**src/rtl/homing_sequencer_if.sv**
```systemverilog
// ----------------------------------------------------------------------------
// homing_sequencer_if
//   Servo command channel between the homing sequencer (master) and the servo
//   PWM bank (slave).
//
//   Handshake: the master raises cmd_valid together with cmd_id/cmd_pos and
//   holds all three stable until it samples cmd_valid & cmd_ready high on a
//   clk edge; that edge is the single transfer of the command. cmd_ready is
//   meaningless while cmd_valid is low, and the slave may drive it either way
//   at any time.
//
//   Signals:
//     cmd_valid  master -> slave  command presented
//     cmd_ready  slave  -> master command accepted this cycle
//     cmd_id     master -> slave  servo index (5 bits)
//     cmd_pos    master -> slave  target position code (8 bits)
// ----------------------------------------------------------------------------
interface homing_sequencer_if;
    logic       cmd_valid;
    logic       cmd_ready;
    logic [4:0] cmd_id;
    logic [7:0] cmd_pos;

    modport master (
        output cmd_valid,
        output cmd_id,
        output cmd_pos,
        input  cmd_ready
    );

    modport slave (
        input  cmd_valid,
        input  cmd_id,
        input  cmd_pos,
        output cmd_ready
    );
endinterface

```
**src/rtl/homing_sequencer.sv**
```systemverilog
// ----------------------------------------------------------------------------
// homing_sequencer
//   On each rising edge of `enable`, sends every servo (0..NUM_SERVOS-1), one
//   at a time, to HOME_POS over the command channel, waiting SETTLE_CYCLES
//   clk cycles after each accepted command. When the last servo has settled,
//   `homed` is raised and held until `enable` drops. Dropping `enable` while
//   a sequence runs aborts it (an in-flight command is still completed).
//
//   Ports:
//     clk        system clock
//     rst        synchronous active-low reset
//     enable     homing request level (clk-synchronous)
//     cmd        command channel, master side (see homing_sequencer_if)
//     busy       sequence in progress
//     homed      all servos homed and settled
//     state_dbg  current FSM state (0 IDLE, 1 ISSUE, 2 SETTLE, 3 DONE)
//
//   All outputs are registered.
// ----------------------------------------------------------------------------
module homing_sequencer #(
    parameter int         NUM_SERVOS    = 18,
    parameter logic [7:0] HOME_POS      = 8'd128,
    parameter int         SETTLE_CYCLES = 2_400_000
) (
    input  logic                      clk,
    input  logic                      rst,
    input  logic                      enable,
    homing_sequencer_if.master        cmd,
    output logic                      busy,
    output logic                      homed,
    output logic [1:0]                state_dbg
);

    typedef enum logic [1:0] {
        IDLE   = 2'd0,
        ISSUE  = 2'd1,
        SETTLE = 2'd2,
        DONE   = 2'd3
    } state_t;

    localparam logic [4:0]  LAST_ID     = 5'(NUM_SERVOS - 1);
    localparam logic [23:0] SETTLE_LOAD = 24'(SETTLE_CYCLES - 1);

    state_t      state_q, state_nx;
    logic [4:0]  index_q, index_nx;
    logic [23:0] cnt_q, cnt_nx;
    logic        valid_q, valid_nx;
    logic [7:0]  pos_q, pos_nx;
    logic        busy_q, busy_nx;
    logic        homed_q, homed_nx;
    logic        abort_q, abort_nx;
    logic        enable_d;
    logic        rise;
    logic        go_idle;

    assign rise = enable & ~enable_d;

    always_ff @(posedge clk) begin
        if (!rst) begin
            state_q  <= IDLE;
            index_q  <= '0;
            cnt_q    <= '0;
            valid_q  <= 1'b0;
            pos_q    <= '0;
            busy_q   <= 1'b0;
            homed_q  <= 1'b0;
            abort_q  <= 1'b0;
            enable_d <= 1'b0;
        end else begin
            state_q  <= state_nx;
            index_q  <= index_nx;
            cnt_q    <= cnt_nx;
            valid_q  <= valid_nx;
            pos_q    <= pos_nx;
            busy_q   <= busy_nx;
            homed_q  <= homed_nx;
            abort_q  <= abort_nx;
            enable_d <= enable;
        end
    end

    always_comb begin
        state_nx = state_q;
        index_nx = index_q;
        cnt_nx   = cnt_q;
        valid_nx = valid_q;
        busy_nx  = busy_q;
        homed_nx = homed_q;
        abort_nx = abort_q;
        go_idle  = 1'b0;

        case (state_q)
            IDLE: begin
                valid_nx = 1'b0;
                busy_nx  = 1'b0;
                homed_nx = 1'b0;
                index_nx = '0;
                abort_nx = 1'b0;
                if (rise) begin
                    state_nx = ISSUE;
                    busy_nx  = 1'b1;
                end
            end

            ISSUE: begin
                if (!valid_q) begin
                    // First ISSUE cycle after IDLE: nothing is on the bus yet,
                    // so an abort here can leave without a transfer.
                    if (!enable) begin
                        go_idle = 1'b1;
                    end else begin
                        valid_nx = 1'b1;
                    end
                end else if (cmd.cmd_ready) begin
                    valid_nx = 1'b0;
                    if (abort_q || !enable) begin
                        go_idle = 1'b1;
                    end else begin
                        state_nx = SETTLE;
                        cnt_nx   = SETTLE_LOAD;
                    end
                end else if (!enable) begin
                    // Command already presented: it must complete first.
                    abort_nx = 1'b1;
                end
            end

            SETTLE: begin
                // Abort is checked first so it wins over counter expiry.
                if (!enable) begin
                    go_idle = 1'b1;
                end else if (cnt_q == '0) begin
                    if (index_q == LAST_ID) begin
                        state_nx = DONE;
                        busy_nx  = 1'b0;
                        homed_nx = 1'b1;
                    end else begin
                        // Present the next command on entry so commands are
                        // spaced SETTLE_CYCLES+1 apart with cmd_ready held high.
                        state_nx = ISSUE;
                        index_nx = index_q + 5'd1;
                        valid_nx = 1'b1;
                    end
                end else begin
                    cnt_nx = cnt_q - 24'd1;
                end
            end

            DONE: begin
                busy_nx  = 1'b0;
                homed_nx = 1'b1;
                if (!enable) begin
                    state_nx = IDLE;
                    homed_nx = 1'b0;
                end
            end

            default: begin
                go_idle = 1'b1;
            end
        endcase

        if (go_idle) begin
            state_nx = IDLE;
            valid_nx = 1'b0;
            busy_nx  = 1'b0;
            homed_nx = 1'b0;
            index_nx = '0;
            cnt_nx   = '0;
            abort_nx = 1'b0;
        end

        pos_nx = valid_nx ? HOME_POS : 8'd0;
    end

    assign cmd.cmd_valid = valid_q;
    assign cmd.cmd_id    = index_q;
    assign cmd.cmd_pos   = pos_q;
    assign busy          = busy_q;
    assign homed         = homed_q;
    assign state_dbg     = state_q;

endmodule

```
**src/flat_wrapper.sv**
```systemverilog
// flat-port wrapper written by rule: the top's interface ports become plain ports
module homing_sequencer_flat 
#(
    parameter int         NUM_SERVOS    = 18,
    parameter logic [7:0] HOME_POS      = 8'd128,
    parameter int         SETTLE_CYCLES = 2_400_000
)
  (clk, rst, enable, busy, homed, state_dbg, cmd_cmd_valid, cmd_cmd_id, cmd_cmd_pos, cmd_cmd_ready);
  homing_sequencer_if cmd_i ();
  input  logic clk;
  input  logic rst;
  input  logic enable;
  output logic busy;
  output logic homed;
  output logic [1:0] state_dbg;
  output wire logic [$bits(cmd_i.cmd_valid)-1:0] cmd_cmd_valid;
  output wire logic [$bits(cmd_i.cmd_id)-1:0] cmd_cmd_id;
  output wire logic [$bits(cmd_i.cmd_pos)-1:0] cmd_cmd_pos;
  input wire logic [$bits(cmd_i.cmd_ready)-1:0] cmd_cmd_ready;
  assign cmd_cmd_valid = cmd_i.cmd_valid;
  assign cmd_cmd_id = cmd_i.cmd_id;
  assign cmd_cmd_pos = cmd_i.cmd_pos;
  assign cmd_i.cmd_ready = cmd_cmd_ready;
  homing_sequencer #(.NUM_SERVOS(NUM_SERVOS), .HOME_POS(HOME_POS), .SETTLE_CYCLES(SETTLE_CYCLES)) u_core (.clk(clk), .rst(rst), .enable(enable), .cmd(cmd_i), .busy(busy), .homed(homed), .state_dbg(state_dbg));
endmodule
```
**config.mk**
```make
export PLATFORM = sky130hd
export DESIGN_NAME = homing_sequencer_flat
export DESIGN_NICKNAME = d
export VERILOG_FILES = /design/src/rtl/homing_sequencer_if.sv /design/src/rtl/homing_sequencer.sv /design/src/flat_wrapper.sv
export SDC_FILE = /design/constraint.sdc
export NUM_CORES = 1
export LEC_CHECK = 0
export ABC_AREA = 0
export CORE_ASPECT_RATIO = 1.2
export CORE_UTILIZATION = 37
export DETAILED_ROUTE_END_ITERATION = 12
export GPL_ROUTABILITY_DRIVEN = 0
export PLACE_DENSITY = 0.64
export SETUP_SLACK_MARGIN = 0.02
export SYNTH_ARGS = -nofsm -noshare
export SYNTH_HDL_FRONTEND = slang
export SYNTH_SLANG_ARGS = --single-unit
```
**constraint.sdc**
```tcl
create_clock -name clk -period 2.4 [get_ports clk]
set_input_delay 0.72 -clock clk [delete_from_list [all_inputs] [get_ports clk]]
set_output_delay 0.72 -clock clk [all_outputs]
set_load 0.05 [all_outputs]
```
==> results of run 1 <==
[layout make-up]
class / count / area [um2]
Fill cell: 525 / 2750
Clock buffer: 6 / 82.6
Inverter: 8 / 30.0
Timing Repair Buffer: 42 / 353
Sequential cell: 36 / 723
Clock inverter: 2 / 10.0
Multi-Input combinational cell: 189 / 1310
Tap cell: 62 / 77.6
[state kept, by name, summed over array words and instances, names as in the netlist]
signal              flops
u_core.cmd.cmd_id       5
u_core.homed            1
u_core.busy             1
u_core.cnt_q           24
u_core.cmd.cmd_pos      1
u_core.enable_d         1
u_core.abort_q          1
u_core.state_dbg        2
[power breakdown]
group	total [W]	internal, W	switching, W
logic	0.000961	0.000407	0.000553
clock network	0.000449	0.000229	0.000220
registers	0.000707	0.000650	0.0000576
[synth_stat cells (all sizes together) (2+ instances only)]
cell type / count / area share, %
or3: 4 / 1.2
nand2: 11 / 2.0
nand4: 9 / 3.4
and3: 4 / 1.3
clkbuf: 9 / 1.6
a211oi: 2 / 0.72
ha: 8 / 4.8
o211ai: 5 / 1.8
dfxtp: 36 / 35
nor4bb: 2 / 0.96
a21oi: 20 / 4.8
and2: 5 / 1.5
o21ai: 6 / 1.4
or4: 5 / 2.0
buf: 8 / 2.9
a31oi: 2 / 0.60
or4b: 2 / 0.96
nor3: 13 / 3.4
inv: 8 / 1.4
nand2b: 2 / 0.60
nand4b: 2 / 0.84
xor2: 11 / 4.6
o31ai: 2 / 0.72
nor2: 22 / 4.0
nand3: 8 / 1.9
o21a: 3 / 1.1
nor2b: 2 / 0.60
xnor2: 10 / 4.2
nor4: 9 / 4.0
[kinds of logic (layout without fill, tap and decap cells)]
| group | after synthesis | count (layout) | synth area share (%) |
|---|---|---|---|
| AND/OR/NAND/NOR | 104 | 104 | 30.4 |
| flip-flops | 36 | 36 | 34.7 |
| XOR/XNOR | 21 | 21 | 8.84 |
| AO/OA/AOI/OAI | 47 | 47 | 14.1 |
| multiplexers | 2 | 2 | 1.02 |
| buffers and inverters | 25 | 58 | 5.96 |
| other | 1 | 7 | 0.180 |
| adder cells (fa/ha/maj) | 8 | 8 | 4.81 |
[worst paths after layout]
| path | from | end | slack, ns | cells after the start |
|---|---|---|---|---|
| setup / recovery | u_core.cnt_q[17]$_SDFFE_PP0P_ | u_core.cmd.cmd_id[2]$_SDFFE_PP0P_ | 0.12 | 6 |
| hold / removal | u_core.busy$_SDFFE_PP0P_ | u_core.busy$_SDFFE_PP0P_ | 0.47 | 2 |
| setup reg to reg | u_core.cnt_q[17]$_SDFFE_PP0P_ | u_core.cmd.cmd_id[2]$_SDFFE_PP0P_ | 0.12 | 6 |
| hold reg to reg | u_core.busy$_SDFFE_PP0P_ | u_core.busy$_SDFFE_PP0P_ | 0.47 | 2 |
[through the flow]
step                util, %  cells
floorplan                 -    250
global placement       45.6    336
detailed placement     45.6    336
CTS                    47.2    344
global route           48.5    345
finish                 48.5    345
[per-layer routing]
layer  wire length (um)  global-route usage (%)  vias up
li1                   -                       -      950
met1               2180                    19.6      885
met2               2460                    31.5       33
met3                120                    2.66        6
met4                 70                    6.18        0
met5                  0                       0        -
[tightest hold or removal path, delay by kind of cell (launching register included)]
family	cells	cell delay, ns
flops	1	0.31
compound gates	2	0.12
[timing repair]
action,CTS,global route
gates resized for setup,2,12
pin swaps,1,7
endpoints found under the hold margin,0,0
endpoints found under the setup margin,7,8
setup buffers,0,1
==> key figures, run 1 <==
Outcome
  – Status: finished, final reports clean

Die
  – Initial Utilization: 39.0%
  – Area of the core region: 5330 um2
  – Chip width: 70.4 um
  – IO Count: 22
  – Die footprint: 5930 um2
  – # rows: 29
  – DIE HEIGHT: 84.1 um

Flow run
  – Max cap viols: 0

Setup path
  – Crit start category: flop
  – Slowest stage delay, CP: 0.50 ns
  – Largest delay contributor family on the critical path: simple AND/OR/NAND/NOR gates
  – Critical path fanouts, max: 6
  – Worst EP required: 2.63 ns
  – Crit path buf inv count: 0
  – Worst-path cell chain: nor4_2, nand2_1, or4_4, or3b_4, or3_1, a21oi_1
  – Slowest cell on the critical path: or4_4
  – Crit. End Element: flop
  – CP arrival: 2.50 ns
  – WS Path Type: reg2reg

Synthesis
  – Syn Inst Count: 244
  – Synth Register Bits: 36
  – YS warnings: 0
  – Mapped cell area: 2080 um2
  – Syn avg cell area: 8.52 um2
  – Ys async rst share: 0%
  – Cell variety after synth: 49
  – Seq/Total Area, Yosys: 34.7%
  – Post-synth EDFFs: 0
  – Primary FF master, synth: dfxtp_1

Global routing
  – Number of global-route vias before repair: 1,821
  – Largest net degree at the start of global routing: 18
  – GRT overflow: 0
  – Initial antenna violation count: 0
  – First-pass GRT wire length: 8200 um
  – Tot GR Track Use: 17.1%

Final layout
  – Share of layout cells above drive strength 1: 21.2%
  – Leading cell type in the layout, fill and taps excluded: dfxtp_1
  – Diode count: 0
  – Syn-to-layout area delta: 24.4%
  – Final instance area: 2590 um2
  – Commonest non-fill, non-tap cells in the layout: dfxtp_1, buf_4, nor2_1
  – Nets@finish: 294

Clock network
  – Clock latency on the worst-skew pair: 0.29 ns
  – Worst-path clk slew: 0.08 ns
  – Clk sink count: 36
  – CTS tree: yes
  – Maximum clock insertion buffer count: 2
  – Hold_buf cts: 0
  – Clock root cell: clkbuf_8
  – H-tree Lvls: 2
  – Num CTS Buffers: 5

Power and ir drop
  – Max rail drop VDD: 0.245 mV
  – PwrDens: 819 nW/um2
  – Overall power: 0.00212 W
  – Leakage power: 1.02 nW

Detailed routing
  – Total wire length: 4830 um
  – Wirelength per Cell: 14.0 um
  – Remaining DRCs: 0
  – Vias per std cell: 5.43
  – 1st-iter DRT viols: 87
  – Antenna-violating nets left: 0
  – Pre-Repair DR Iteration Count: 5
  – Via count: 1,874

Min path
  – Hold Crit Class: reg2reg

STA
  – Tmin final: 2.28 ns
  – Crit share post-route: 94.9%
  – Slew HR: 59.2%
  – Fmax: 439 MHz
  – Setup ws final: 0.122 ns
  – Hold Fails Final Rpt: 0
  – Slew Limit Fails: 0
  – RSZ-0062 raised after global routing: true
  – Worst hold slack: 0.475 ns
  – Setup TNS: 0 ns
  – Worst Tran Pin Value: 0.607 ns
  – # setup viols final: 0
  – Final setup skew: 0.00899 ns

Placed design
  – DP Area: 2430 um2
  – Post-DP HPWL: 3570 um
  – Setup slack at placement: -0.316 ns
  – Port Buf Inserts: 14
Note: power is estimated with default switching activity, not from simulation.
==> run 2: changes to the inputs <==
--- a/config.mk
+++ b/config.mk
@@ -6,10 +6,11 @@
 export NUM_CORES = 1
 export LEC_CHECK = 0
 export ABC_AREA = 0
-export CORE_ASPECT_RATIO = 1.2
+export CORE_ASPECT_RATIO = 1.5
 export CORE_UTILIZATION = 37
 export DETAILED_ROUTE_END_ITERATION = 12
 export GPL_ROUTABILITY_DRIVEN = 0
+export HOLD_SLACK_MARGIN = 0.1
 export PLACE_DENSITY = 0.64
 export SETUP_SLACK_MARGIN = 0.02
 export SYNTH_ARGS = -nofsm -noshare
==> run 2 against run 1 <==
Clock skew grew 0.0036 ns; critical endpoint unchanged; power is 0.29% higher; sequential share of layout area down 0.34 points; non-clock buffer count is 2 higher; register-to-register slack got worse by 0.09 ns; critical path type unchanged; first-iteration DRC count shrank 4.6%; clock power increased by 1%; fmax decreased by 4.0%.
==> key figures, run 2 (synthesis gave the netlist of run 1 again) <==
Outcome
  – Status: finished, final reports clean

Clock network
  – CTS tree: yes
  – Clock root cell: clkbuf_8
  – H-tree Lvls: 2 (unchanged)
  – Maximum clock insertion buffer count: 2 (unchanged)
  – Clk sink count: 36 (unchanged)
  – Hold_buf cts: 0 (unchanged)
  – Worst-path clk slew: 0.08 ns (about the same)
  – Clock latency on the worst-skew pair: 0.29 ns (about the same)
  – Num CTS Buffers: 5 (unchanged)

Die
  – Area of the core region: 5450 um2 (+2.2%)
  – IO Count: 22 (unchanged)
  – Chip width: 63.2 um (-10%)
  – # rows: 33 (+14%)
  – Die footprint: 5930 um2 (about the same)
  – DIE HEIGHT: 93.8 um (+12%)
  – Initial Utilization: 38.2% (-0.83 points)

Final layout
  – Nets@finish: 296 (+0.68%)
  – Commonest non-fill, non-tap cells in the layout: dfxtp_1, buf_4, nor2_1
  – Fillers: 539 (+2.7%)
  – Largest register FFs: 24 (unchanged)
  – Leading cell type in the layout, fill and taps excluded: dfxtp_1
  – Biggest register: u_core.cnt_q
  – Diode count: 0 (unchanged)
  – Final core utilization: 48.2% (-0.28 points)
  – Non-filler instance count after layout: 355 (+2.9%)
  – Syn-to-layout area delta: 26.4%
  – Area of the multi-input gates: 1320 um2 (+0.38%)
  – Share of layout cells above drive strength 1: 22.1% (+0.90 points)
  – Sequential standard cell area: 726 um2 (+0.35%)
  – Final instance area: 2630 um2 (+1.6%)

Setup path
  – R2R depth: 7 (+1)
  – WS Path Type: reg2reg
  – Worst-path cell chain: nor4_4, nand4_4, or4_4, or3b_4, buf_6, o211ai_1, a21oi_2
  – Crit start category: flop
  – CP arrival: 2.56 ns (+0.06 ns)
  – R2r endpoint: u_core.cmd.cmd_id[2]$_SDFFE_PP0P_
  – Reg2Reg Setup Slack: 0.03 ns (-0.09 ns)
  – Reg-to-reg startpoint: u_core.cnt_q[7]$_SDFFE_PP0P_
  – Critical path fanouts, max: 5 (-1)
  – Slowest cell on the critical path: or4_4
  – Worst EP required: 2.58 ns (-0.05 ns)
  – Slowest stage delay, CP: 0.57 ns (+0.07 ns)
  – Crit. End Element: flop

Detailed routing
  – Pre-Repair DR Iteration Count: 4 (-1)
  – Total wire length: 5080 um (+5.2%)
  – Antenna-violating nets left: 0 (unchanged)
  – Via count: 1,928 (+2.9%)
  – Remaining DRCs: 0 (unchanged)
  – Wirelength per Cell: 14.3 um (+2.2%)
  – 1st-iter DRT viols: 83 (-4.6%)
  – Vias per std cell: 5.43 (about the same)

Min path
  – WHS Endpoint: u_core.busy$_SDFFE_PP0P_
  – Hold Crit Class: reg2reg
  – Hold path start: u_core.busy$_SDFFE_PP0P_
  – Min-Delay Path Depth: 2 (unchanged)

STA
  – RSZ-0062 raised after global routing: true
  – Tmin final: 2.37 ns (+0.0940 ns)
  – Slew Limit Fails: 0 (unchanged)
  – Crit share post-route: 98.9% (+3.9 points)
  – # setup viols final: 0 (unchanged)
  – Worst Tran Pin Value: 0.554 ns (-0.0531 ns)
  – Fmax: 422 MHz (-4.0%)
  – Final setup skew: 0.0126 ns (+0.00360 ns)
  – Setup TNS: 0 ns (unchanged)
  – Worst hold slack: 0.488 ns (+0.0137 ns)
  – Hold Fails Final Rpt: 0 (unchanged)
  – Slew HR: 62.8% (+3.6 points)

Placed design
  – Port Buf Inserts: 14 (unchanged)
  – DP Area: 2430 um2 (+0.10%)
  – Post-DP HPWL: 3720 um (+4.2%)
  – DP Cell Count: 343 (+2.1%)

Global routing
  – Number of global-route vias before repair: 1,943 (+6.7%)
  – GRT overflow: 0 (unchanged)
  – Largest net degree at the start of global routing: 18 (unchanged)
  – Tot GR Track Use: 18.5% (+1.4 points)
  – First-pass GRT wire length: 8600 um (+4.9%)
  – Initial antenna violation count: 0 (unchanged)

Power and ir drop
  – Psw: 0.000837 W (+0.73%)
  – Max rail drop VDD: 0.276 mV (+13%)
  – PwrDens: 808 nW/um2 (-1.3%)
  – Comb power frac: 45.5% (about the same)
  – Share of total power in sequential cells: 33.2% (-0.2 points)
  – Clock Power Share: 21.4% (+0.2 points)
  – Int Power: 0.00129 W (about the same)
  – Leakage power: 1.06 nW (+3.6%)
  – Switching Share: 39.4% (+0.17 points)

Flow run
  – Max cap viols: 0 (unchanged)
-- run 2: worst max path at each step --
| stage | from | end | slack (ns) |
|---|---|---|---|
| global route | u_core.cnt_q[7]$_SDFFE_PP0P_ | u_core.cmd.cmd_id[2]$_SDFFE_PP0P_ | -0.04 |
| floorplan | u_core.state_dbg[0]$_SDFFE_PP0P_ | u_core.cnt_q[11]$_SDFFE_PP0P_ | 0.06 |
| finish | u_core.cnt_q[7]$_SDFFE_PP0P_ | u_core.cmd.cmd_id[2]$_SDFFE_PP0P_ | 0.03 |
| global placement | enable | u_core.cmd.cmd_id[2]$_SDFFE_PP0P_ | -0.34 |
| CTS | u_core.cnt_q[0]$_SDFFE_PP0P_ | u_core.cmd.cmd_id[2]$_SDFFE_PP0P_ | 0.003 |
| detailed placement | enable | u_core.cmd.cmd_id[2]$_SDFFE_PP0P_ | -0.40 |
-- run 2: layer usage --
layer	up-vias	part of all wire [%]	global-route usage, %
li1	958	-	-
met1	919	39	18.0
met2	41	55	36.5
met3	10	2.6	2.06
met4	0	2.8	11.2
met5	-	0	0
-- run 2: critical path: cells and delay by family (launching register included) --
family	cells	cell delay, ns
flops	1	0.36
simple gates	4	1.47
compound gates	2	0.31
buf+inv	1	0.13
-- run 2: power groups by stage --
| stage | combinational [W] | clock, W | sequential, W |
|---|---|---|---|
| 2_1_floorplan | 0.000548 | 0 | 0.000790 |
| 6_report | 0.000966 | 0.000454 | 0.000704 |
| 3_5_place_dp | 0.000914 | 0 | 0.000715 |
| 5_1_grt | 0.00106 | 0.000487 | 0.000714 |
| 4_1_cts | 0.000947 | 0.000465 | 0.000703 |
| 3_3_place_gp | 0.000909 | 0 | 0.000713 |
-- run 2: repair_timing --
action                                  4_1_cts  5_1_grt
buffers inserted                              2        2
pin swaps                                     3        7
gates resized for setup                       7       13
endpoints found under the setup margin        5       11
-- run 2: final cells by class --
cell class                 count  area share, %
multi-input combinational    189           50.0
sequential                    36           27.6
timing repair buffer          44           14.3
tap                           70           3.33
clock buffer                   6           3.14
inverter                       8           1.14
clock inverter                 2          0.381
-- run 2: stage by stage --
| step | total power [W] | setup slack (ns) |
|---|---|---|
| finish | 0.00212 | 0.0276 |
| global route | 0.00226 | -0.0407 |
| CTS | 0.00212 | 0.00284 |
| detailed placement | 0.00163 | -0.397 |
| global placement | 0.00162 | -0.342 |
| floorplan | 0.00134 | 0.0570 |
